--- config.mk ---
export PLATFORM = sky130hd
export DESIGN_NAME = intersection_ctrl_n
export DESIGN_NICKNAME = d
export VERILOG_FILES = /design/src/rtl/intersection_pkg.sv /design/src/rtl/sec_tick_gen.sv /design/src/rtl/intersection_ctrl_n.sv
export SDC_FILE = /design/constraint.sdc
export NUM_CORES = 1
export LEC_CHECK = 0
export ABC_AREA = 1
export CAP_MARGIN = 20
export CORE_MARGIN = 5
export CORE_UTILIZATION = 45
export DETAILED_ROUTE_END_ITERATION = 7
export PLACE_DENSITY = 0.71
export SKIP_CTS_REPAIR_TIMING = 1
export SYNTH_ARGS = -nofsm -noshare
export SYNTH_HDL_FRONTEND = slang
export SYNTH_HIERARCHICAL = 1
export SYNTH_SLANG_ARGS = --single-unit
--- constraint.sdc ---
create_clock -name clk -period 3 [get_ports clk]
set_input_delay 0.6 -clock clk [delete_from_list [all_inputs] [get_ports clk]]
set_output_delay 0.6 -clock clk [all_outputs]
set_load 0.01 [all_outputs]
--- src/rtl/intersection_pkg.sv ---
// Shared types and sizing helpers for the N-approach intersection controller.
package intersection_pkg;

    typedef enum logic [2:0] {
        CLEAR,
        GREEN,
        YELLOW,
        PED,
        SERVICE
    } state_t;

    localparam int N_APPR_DEF   = 4;
    localparam int GREEN_W_DEF  = 8;
    localparam int YELLOW_S_DEF = 3;
    localparam int CLEAR_S_DEF  = 2;
    localparam int PED_S_DEF    = 10;

    function automatic int max2(input int a, input int b);
        return (a > b) ? a : b;
    endfunction

    // The second counter must hold any green field as well as the fixed phase lengths.
    function automatic int sec_width(input int gw, input int ys, input int cs, input int ps);
        return max2(gw, $clog2(max2(ys, max2(cs, ps)) + 1));
    endfunction

    localparam int IDX_W = $clog2(N_APPR_DEF);
    localparam int SEC_W = sec_width(GREEN_W_DEF, YELLOW_S_DEF, CLEAR_S_DEF, PED_S_DEF);

endpackage

--- src/rtl/sec_tick_gen.sv ---
// One-second tick prescaler; clr_i restarts the count so every phase begins on a whole second.
module sec_tick_gen
    import intersection_pkg::*;
#(
    parameter int CLK_DIV = 1000
) (
    input  logic clk,
    input  logic rst_n,
    input  logic clr_i,
    output logic tick_o
);

    localparam int W = $clog2(CLK_DIV);
    localparam logic [W-1:0] LAST = W'(CLK_DIV - 1);

    logic [W-1:0] cnt;

    always_ff @(posedge clk or negedge rst_n) begin
        if (!rst_n) begin
            cnt <= '0;
        end else if (clr_i || (cnt == LAST)) begin
            cnt <= '0;
        end else begin
            cnt <= cnt + W'(1);
        end
    end

    assign tick_o = (cnt == LAST);

endmodule

--- src/rtl/intersection_ctrl_n.sv ---
// Round-robin N-approach traffic controller with pedestrian walk phase and flashing service mode.
module intersection_ctrl_n
    import intersection_pkg::*;
#(
    parameter int N_APPR   = N_APPR_DEF,
    parameter int CLK_DIV  = 1000,
    parameter int GREEN_W  = GREEN_W_DEF,
    parameter int YELLOW_S = YELLOW_S_DEF,
    parameter int CLEAR_S  = CLEAR_S_DEF,
    parameter int PED_S    = PED_S_DEF
) (
    input  logic                        clk,
    input  logic                        rst_n,
    input  logic [N_APPR*GREEN_W-1:0]   green_sec_i,
    input  logic [N_APPR-1:0]           ped_btn_i,
    input  logic                        service_i,
    output logic [N_APPR-1:0]           car_green_o,
    output logic [N_APPR-1:0]           car_yellow_o,
    output logic [N_APPR-1:0]           car_red_o,
    output logic [N_APPR-1:0]           ped_green_o,
    output logic [N_APPR-1:0]           ped_red_o,
    output logic [$clog2(N_APPR)-1:0]   active_o,
    output logic [N_APPR-1:0]           ped_pend_o
);

    localparam int ACT_W = $clog2(N_APPR);
    localparam int CNT_W = sec_width(GREEN_W, YELLOW_S, CLEAR_S, PED_S);

    function automatic logic [ACT_W-1:0] wrap_add(input logic [ACT_W-1:0] a, input int i);
        int s;
        s = int'(a) + i;
        if (s >= N_APPR) s = s - N_APPR;
        return ACT_W'(s);
    endfunction

    state_t             state, state_nx;
    logic [ACT_W-1:0]   active_nx;
    logic [CNT_W-1:0]   sec_cnt, sec_nx;
    logic               flash, flash_nx;
    logic               first_pass;
    logic               tick, phase_end, state_chg, enter_ped;
    logic [N_APPR-1:0]  ped_pend_nx, sel_nx;

    logic [GREEN_W-1:0] green_f [N_APPR];
    logic [N_APPR-1:0]  green_nz;
    logic [ACT_W-1:0]   search_start, green_idx, ped_idx;
    logic               green_found, ped_found;

    logic [N_APPR-1:0]  car_green_nx, car_yellow_nx, car_red_nx, ped_green_nx, ped_red_nx;

    sec_tick_gen #(.CLK_DIV(CLK_DIV)) u_tick (
        .clk    (clk),
        .rst_n  (rst_n),
        .clr_i  (state_chg),
        .tick_o (tick)
    );

    always_comb begin
        for (int k = 0; k < N_APPR; k++) begin
            green_f[k]  = green_sec_i[k*GREEN_W +: GREEN_W];
            green_nz[k] = |green_f[k];
        end
    end

    // The very first search after reset starts at approach 0 itself rather than after it.
    always_comb begin
        search_start = first_pass ? '0 : wrap_add(active_o, 1);
        green_found  = 1'b0;
        green_idx    = '0;
        ped_found    = 1'b0;
        ped_idx      = '0;
        for (int i = N_APPR - 1; i >= 0; i--) begin
            if (green_nz[wrap_add(search_start, i)]) begin
                green_found = 1'b1;
                green_idx   = wrap_add(search_start, i);
            end
            if (ped_pend_o[wrap_add(search_start, i)]) begin
                ped_found = 1'b1;
                ped_idx   = wrap_add(search_start, i);
            end
        end
    end

    // A zero count (only seen straight after reset) ends the phase just like a count of 1.
    always_comb begin
        state_nx  = state;
        active_nx = active_o;
        sec_nx    = sec_cnt;
        flash_nx  = flash;
        phase_end = tick && (sec_cnt <= CNT_W'(1));
        if (tick && !phase_end) sec_nx = sec_cnt - CNT_W'(1);

        if (service_i) begin
            state_nx = SERVICE;
            if (state != SERVICE) flash_nx = 1'b1;
            else if (tick)        flash_nx = ~flash;
        end else begin
            case (state)
                CLEAR: begin
                    if (phase_end) begin
                        if (green_found) begin
                            state_nx  = GREEN;
                            active_nx = green_idx;
                            sec_nx    = CNT_W'(green_f[green_idx]);
                        end else if (ped_found) begin
                            state_nx  = PED;
                            active_nx = ped_idx;
                            sec_nx    = CNT_W'(PED_S);
                        end else begin
                            sec_nx = CNT_W'(CLEAR_S);
                        end
                    end
                end
                GREEN: begin
                    if (phase_end) begin
                        state_nx = YELLOW;
                        sec_nx   = CNT_W'(YELLOW_S);
                    end
                end
                YELLOW: begin
                    if (phase_end) begin
                        if (ped_pend_o[active_o]) begin
                            state_nx = PED;
                            sec_nx   = CNT_W'(PED_S);
                        end else begin
                            state_nx = CLEAR;
                            sec_nx   = CNT_W'(CLEAR_S);
                        end
                    end
                end
                PED: begin
                    if (phase_end) begin
                        state_nx = CLEAR;
                        sec_nx   = CNT_W'(CLEAR_S);
                    end
                end
                SERVICE: begin
                    state_nx  = CLEAR;
                    active_nx = ACT_W'(N_APPR - 1);
                    sec_nx    = CNT_W'(CLEAR_S);
                    flash_nx  = 1'b0;
                end
                default: begin
                    state_nx = CLEAR;
                    sec_nx   = CNT_W'(CLEAR_S);
                end
            endcase
        end
    end

    assign state_chg = (state_nx != state);
    assign sel_nx    = N_APPR'(1) << active_nx;
    assign enter_ped = (state_nx == PED) && (state != PED);

    // Button set wins over the entry clear so a held button stays pending.
    assign ped_pend_nx = (ped_pend_o & ~(enter_ped ? sel_nx : '0)) | ped_btn_i;

    always_comb begin
        car_green_nx  = '0;
        car_yellow_nx = '0;
        car_red_nx    = '1;
        ped_green_nx  = '0;
        ped_red_nx    = '1;
        case (state_nx)
            GREEN: begin
                car_green_nx = sel_nx;
                car_red_nx   = ~sel_nx;
            end
            YELLOW: begin
                car_yellow_nx = sel_nx;
                car_red_nx    = ~sel_nx;
            end
            PED: begin
                ped_green_nx = sel_nx;
                ped_red_nx   = ~sel_nx;
            end
            SERVICE: begin
                car_red_nx    = '0;
                car_yellow_nx = flash_nx ? '1 : '0;
            end
            default: ;
        endcase
    end

    always_ff @(posedge clk or negedge rst_n) begin
        if (!rst_n) begin
            state        <= CLEAR;
            active_o     <= '0;
            sec_cnt      <= '0;
            flash        <= 1'b0;
            first_pass   <= 1'b1;
            ped_pend_o   <= '0;
            car_green_o  <= '0;
            car_yellow_o <= '0;
            car_red_o    <= '1;
            ped_green_o  <= '0;
            ped_red_o    <= '1;
        end else begin
            state        <= state_nx;
            active_o     <= active_nx;
            sec_cnt      <= sec_nx;
            flash        <= flash_nx;
            if (state_chg) first_pass <= 1'b0;
            ped_pend_o   <= ped_pend_nx;
            car_green_o  <= car_green_nx;
            car_yellow_o <= car_yellow_nx;
            car_red_o    <= car_red_nx;
            ped_green_o  <= ped_green_nx;
            ped_red_o    <= ped_red_nx;
        end
    end

endmodule

# Yosys cells after proc, flatten, opt, wreduce, memory -nomap -nowiden
# Cells that the tools add are included.
[word_totals] n_memories=0 output_inout_bits=26 ram_bits=0 latchBits=0 word_cells=144 input_bits=39 mem_bits_ro=0 regBits=49
[op_classes] n_shift=1 magnitude_cmp=12 div=0 bitwise_logic=6 n_addsub=11 mul=0 n_mux=79 reduce_logical=11 n_eq_ne=12
[ops] operator="$mux W8" n=9
[ops] operator="$mux W2" n=19
[ops] operator="$pmux W8 S4" n=1
[ops] operator="$reduce_or A8 Y1" n=4
[ops] operator="$mux W4" n=7
[ops] operator="$mux W1" n=21
[ops] operator="$mux W3" n=7
[ops] operator="$bmux W1 S2" n=9
[ops] operator="$bmux W8 S2" n=1
[ops] operator="$pmux W4 S2" n=2
[ops] operator="$ge A3 B3 Y1 const B" n=5
[ops] operator="$lt A2 B3 Y1 const B" n=5
[ops] operator="$eq A3 B2 Y1 const B" n=4
[ops] operator="$pmux W3 S4" n=1
[ops] operator="$add A10 B1 Y10 const B" n=1
[ops] operator="$eq A10 B10 Y1 const B" n=1
[ops] operator="$mux W10" n=1
[ops] operator="$sub A2 B1 Y2 const B" n=5
[ops] operator="$le A8 B1 Y1 const B" n=1
[ops] operator="$not A4 Y4" n=2
[ops] operator="$sub A8 B1 Y8 const B" n=1
[ops] operator="$add A2 B1 Y3 const B" n=2
[ops] operator="$add A2 B2 Y3 const B" n=2
[ops] operator="$eq A3 B1 Y1 const B" n=2
[ops] operator="other kinds (16)" n=19

# Longest topological paths before layout
[depth] word_depth=24 depth_mapped=20 mapped_depth_nobuf=19

# Cells and area by module
# The synthesis kept the hierarchy.
[by_module_without_submodules] module="intersection_ctrl_n" area_per_inst_um2=2845.2 seq_area_each_um2=987.2 cells_per_inst=442 instances=1
[by_module_without_submodules] module="sec_tick_gen" area_per_inst_um2=546.8 seq_area_each_um2=250.2 cells_per_inst=71 instances=1

# Worst setup path before layout
# No wires, ideal clock.
[synth_path] path_type="register to register" startpoint="register u_tick.cnt[0]" endpoint="register u_tick.cnt[7]" arrival_time_ns=2.447 period_less_slack_ns=2.568 path_stages_with_launch=19 path_buffers=0 required_ns=2.879 setup_slack_ns=0.432 setup_time_ns=0.121 cell_sequence="dfrtp_1 > ha_1 > nand2_1 > inv_2 > nand2_1 > nor3_1 > inv_1 > nor2_2 > a21boi_0 > nand2_1 > nand2_1 > nor2_1 > nand2_1 > nand2_1 > inv_1 > o211ai_1 > inv_1 > nand2_2 > nor2_2"
[synth_via] elab_chain_len=8 elab_cells_between_ends=12 classes_between="add/sub: 1; eq/ne: 2; mux: 7; reduce/logical: 2"
[synth_lines] item="start, declared" line="sec_tick_gen.sv:16" source="logic [W-1:0] cnt;"
[synth_lines] item="start signal, assigned" line="sec_tick_gen.sv:24" source="cnt <= cnt + W'(1);"
[synth_lines] item="$eq A10 B10 Y1 *" line="sec_tick_gen.sv:28" source="assign tick_o = (cnt == LAST);"
[synth_lines] item="named net tick" line="intersection_ctrl_n.sv:41" source="logic tick, phase_end, state_chg, enter_ped;"
[synth_lines] item="$logic_and A1 B1 Y1 *" line="intersection_ctrl_n.sv:90" source="phase_end = tick && (sec_cnt <= CNT_W'(1));"
[synth_lines] item="$mux W3, on equally long branches"
[synth_lines] item="$pmux W3 S4 *" line="intersection_ctrl_n.sv:98" source="case (state)"
[synth_lines] item="$mux W3 *" line="intersection_ctrl_n.sv:93" source="if (service_i) begin"
[synth_lines] item="named net state_nx[0]" line="intersection_ctrl_n.sv:36" source="state_t state, state_nx;"
[synth_lines] item="$ne A3 B3 Y1 *" line="intersection_ctrl_n.sv:151" source="assign state_chg = (state_nx != state);"
[synth_lines] item="named net state_chg" line="intersection_ctrl_n.sv:41"
[synth_lines] item="$logic_or A1 B1 Y1 *" line="sec_tick_gen.sv:21" source="end else if (clr_i || (cnt == LAST)) begin"
[synth_lines] item="$mux W10 *" line="sec_tick_gen.sv:21"
# The timed path passes the listed nets; every way through them passes the cells marked *.
# A chain may end at the register's enable or synchronous reset.

# Worst setup path after layout
[layout_path] startpoint="input port green_sec_i[4]" endpoint="register sec_cnt[3]"
[layout_via] elab_chain_len=15 elab_cells_between_ends=25 classes_between="mux: 23; bitwise: 1; reduce/logical: 1"
[layout_lines] item="start, declared" line="intersection_ctrl_n.sv:14" source="input logic [N_APPR*GREEN_W-1:0] green_sec_i,"
[layout_lines] item="$reduce_or A8 Y1 *" line="intersection_ctrl_n.sv:61" source="green_nz[k] = |green_f[k];"
[layout_lines] item="$bmux W1 S2" line="intersection_ctrl_n.sv:73" source="if (green_nz[wrap_add(search_start, i)]) begin"
[layout_lines] item="$mux W1 (implied by the code)" line="intersection_ctrl_n.sv:73"
[layout_lines] item="$mux W2 (4 in a row)" line="intersection_ctrl_n.sv:73"
[layout_lines] item="$not A2 Y3 (implied by the code)" line="intersection_ctrl_n.sv:104" source="sec_nx = CNT_W'(green_f[green_idx]);"
[layout_lines] item="$bmux W8 S2" line="intersection_ctrl_n.sv:104"
[layout_lines] item="$mux W8 (implied by the code) (2 in a row)" line="intersection_ctrl_n.sv:104"
[layout_lines] item="$mux W8 *" line="intersection_ctrl_n.sv:101" source="if (green_found) begin"
[layout_lines] item="$mux W8 *" line="intersection_ctrl_n.sv:100" source="if (phase_end) begin"
[layout_lines] item="$pmux W8 S4 *" line="intersection_ctrl_n.sv:98"
[layout_lines] item="$mux W8 *" line="intersection_ctrl_n.sv:93"
[layout_lines] item="named net sec_nx[3]" line="intersection_ctrl_n.sv:38" source="logic [CNT_W-1:0] sec_cnt, sec_nx;"
[layout_lines] item="end signal, assigned" line="intersection_ctrl_n.sv:201" source="sec_cnt <= sec_nx;"
[layout_lines] item="end, declared" line="intersection_ctrl_n.sv:38"
# The timed path passes the listed nets; every way through them passes the cells marked *. The select of a mux whose other input is x is not followed.

==> out/results.ini <==
[status]
outcome=finished, final reports clean

[timing]
finalCritPeriodShare_pct=91.1
slew-limit-headroom_pct=66.1
rsz0062_at_grt=no
tightest_slew_ns=0.504
setup_violations=0
fmax_mhz=366
period_needed_ns=2.73
slew_viol_final=0
hold_viol=0
clock_skew_ns=0.00732

[synth]
synth_cells=513
synth_edf_count=0
syn_avg_cell_area_um2=6.61
ys_seq_area_share_pct=36.5
synth_nets=555
synth_area_um2=3390
ys_types=36
ys_warn_count=6
synth_ff_type=dfrtp_1
synthArstFlopShare_pct=100
synth-seq-cells=49

[setup_path]
r2r_slack_ns=0.35
worst-path-max-fanout=15
cpMaxStageDelayCell=clkdlybuf4s50_1
critPathRequiredTime_ns=3.24
reg2regPathDepth=15
cp-endpoint=sec_cnt[3]$_DFF_PN0_
cp.buffers_inverters=2
cpLargestDelayFamily=simple AND/OR/NAND/NOR gates
cp-end-kind=register
crit_path_start_kind=input port
crit_top_cell=nand2_1
path_cells=clkdlybuf4s50_1 -> nor2_1 -> nand2_1 -> nor2_1 -> nand2_1 -> nand3_1 -> nand2_1 -> o21ai_0 -> nand2_1 -> nand2_4 -> buf_4 -> nand2_1 -> nand3_1 -> nand2_1 -> nand2_1 -> nand2_1 -> nand2_1 -> nand2_1 -> nand2_1
critical-path-max-stage-delay_ns=0.44
crit_start=green_sec_i[4]
reg2reg_to=u_tick/cnt[2]$_DFF_PN0_
cp.depth=19
r2r_start=u_tick/cnt[0]$_DFF_PN0_
arrival_ns=2.98
critPathKind=input port to register

[layout]
utilization_pct=59.4
area_growth_pct=27.7
fillCellCount=679
final_layout_size_suffix_gt1_share_pct=13.1
finalNetCount=631
stdcell_area_um2=4330
antennaDiodeCount=0

[power_and_ir_drop]
switching_share_pct=30.8
p_comb_share_pct=23.2
internal-power_mw=0.994
vdd_drop_max_mv=0.216
p_total_mw=1.44
p_seq_share_pct=48.0
switching_power_mw=0.443
p_per_area_nw_per_um2=332
pwr-share-clk_pct=28.8
leakage_nw=2.11

[die]
io-pin-count=65
core_area_um2=7290
die-area_um2=9370
initial_utilization_pct=46.5
die_x_um=96.8
num_rows=31
die_h_um=96.8

[clocking]
tritoncts=done
cts.path.max_buffers=2
clkSinkCount=49
cts_made_buffers=5
htree_levels=2
cts-root-buf=clkbuf_8
clkSlewWorstSetupHoldPaths_ns=0.09
clkLatencyLatePin_ns=0.30

[detailed_routing]
top_layer_used=met4
wirelength_mm=8.67
final_antenna_net_count=0
avgRoutedWirePerCell_um=12.6
vias=3414
viasPerCell=4.96
wl_met1_mm=4.17
dr.pass1.iters=4
drc=0
drt_iter0_markers=197
wl_met2_mm=4.07
wl_met3_um=347

[placement]
place.port_buffers=64
routabilityCongestion=0.943
dp_hpwl_mm=6.75
place_area_um2=4190

[grt]
grt_use_total_pct=17.5
grt_pass1_vias=3107
grt_pass1_wl_mm=14.1
grt_max_degree=48
antenna_found_initial=0
overflow=0

[flow_run]
maxCapViolCount=0

[worst_hold_path]
hp-class=input port to async pin

==> worst register-to-register path: cells and delay by family (launching register included) <==
kind	cells	cell delay (ns)
compound gates	3	0.50
xor+xnor	1	0.16
fa+ha+maj	1	0.18
buf+inv	4	0.55
flops	1	0.40
simple gates	6	0.81
==> placed cells by master, fill, tap and decap left out, types with 7 or more instances in the layout <==
cell / count
nand2_1: 165
nand4_1: 7
xor2_1: 8
nor3_1: 8
nor2_1: 73
inv_1: 58
dfstp_2: 9
nand3_1: 37
buf_4: 11
clkdlybuf4s50_1: 63
o21ai_0: 20
a21oi_1: 10
inv_2: 10
nor2_2: 10
nand2_2: 9
dfrtp_1: 40
==> layer usage <==
| layer | vias to the layer above | global-route usage [%] |
|---|---|---|
| li1 | 1752 | - |
| met1 | 1578 | 23.8 |
| met2 | 76 | 29.1 |
| met3 | 8 | 3.60 |
| met4 | 0 | 2.81 |
| met5 | - | 0 |
==> Yosys cell counts, types with 7 or more instances <==
library cell / instances / area [µm²]
a21oi_1: 10 / 50.1
dfrtp_1: 40 / 1000
dfstp_2: 9 / 236
inv_1: 59 / 221
inv_2: 10 / 37.5
nand2_1: 166 / 623
nand2_2: 10 / 62.6
nand3_1: 37 / 185
nand4_1: 7 / 43.8
nor2_1: 73 / 274
nor2_2: 11 / 68.8
nor3_1: 8 / 40.0
o21ai_0: 20 / 100
xor2_1: 8 / 70.1
==> cell type report <==
class	count	area (µm²)	area share, %
flip-flops and latches	49	1240	28.6
repair inverters	1	7.51	0.173
inverters	69	263	6.07
clock inverters	3	25.0	0.578
repair buffers	76	738	17.0
clock buffers	5	68.8	1.59
multi-input cells	387	1870	43.1
well taps	99	124	2.86
==> registers in the layout (all words and copies together), names as in the netlist <==
name          cells
u_tick/cnt       10
sec_cnt           8
car_green_o       4
car_red_o         4
car_yellow_o      4
ped_green_o       4
ped_pend_o        4
ped_red_o         4
state             3
active_o          2
first_pass        1
flash             1
==> worst min-delay path by stage <==
| stage | depth (start not counted) | start | slack, ns | to |
|---|---|---|---|---|
| 4_1_cts | 1 | rst_n | 0.50 | u_tick/cnt[6]$_DFF_PN0_ |
| 5_1_grt | 1 | rst_n | 0.11 | sec_cnt[7]$_DFF_PN0_ |
| 6_report | 1 | rst_n | 0.11 | sec_cnt[7]$_DFF_PN0_ |
| 2_1_floorplan | 0 | rst_n | 0.30 | active_o[0]$_DFF_PN0_ |
| 3_5_place_dp | 1 | u_tick/cnt[0]$_DFF_PN0_ | 0.49 | u_tick/cnt[0]$_DFF_PN0_ |
| 3_3_place_gp | 1 | u_tick/cnt[0]$_DFF_PN0_ | 0.48 | u_tick/cnt[0]$_DFF_PN0_ |
==> power groups by stage <==
stage | clock network [mW] | logic [mW] | registers, mW
2_1_floorplan | 0 | 0.181 | 0.703
3_3_place_gp | 0 | 0.316 | 0.702
3_5_place_dp | 0 | 0.321 | 0.702
4_1_cts | 0.418 | 0.322 | 0.689
5_1_grt | 0.448 | 0.371 | 0.692
6_report | 0.413 | 0.334 | 0.689
==> cell families (layout without fill, tap and decap cells) <==
group	Yosys count	in the layout	synth area share [%]
and+or+nand+nor	323	323	41.4
DFF	49	49	36.5
adders and majority gates	3	3	1.11
AOI/OAI and AO/OA	53	53	9.92
buffers and inverters	77	154	9.00
xor gates and xnor gates	8	8	2.07
==> stage by stage <==
stage	cells	hold WS [ns]	setup TNS, ns	setup slack (ns)
CTS	687	0.500	0	0.244
global route	689	0.111	0	0.0342
detailed placement	679	0.486	-0.510	-0.0580
finish	689	0.113	0	0.266
floorplan	513	0.304	0	0.432
global placement	679	0.479	-0.513	-0.0586
Note: power is estimated with default switching activity, not from simulation.
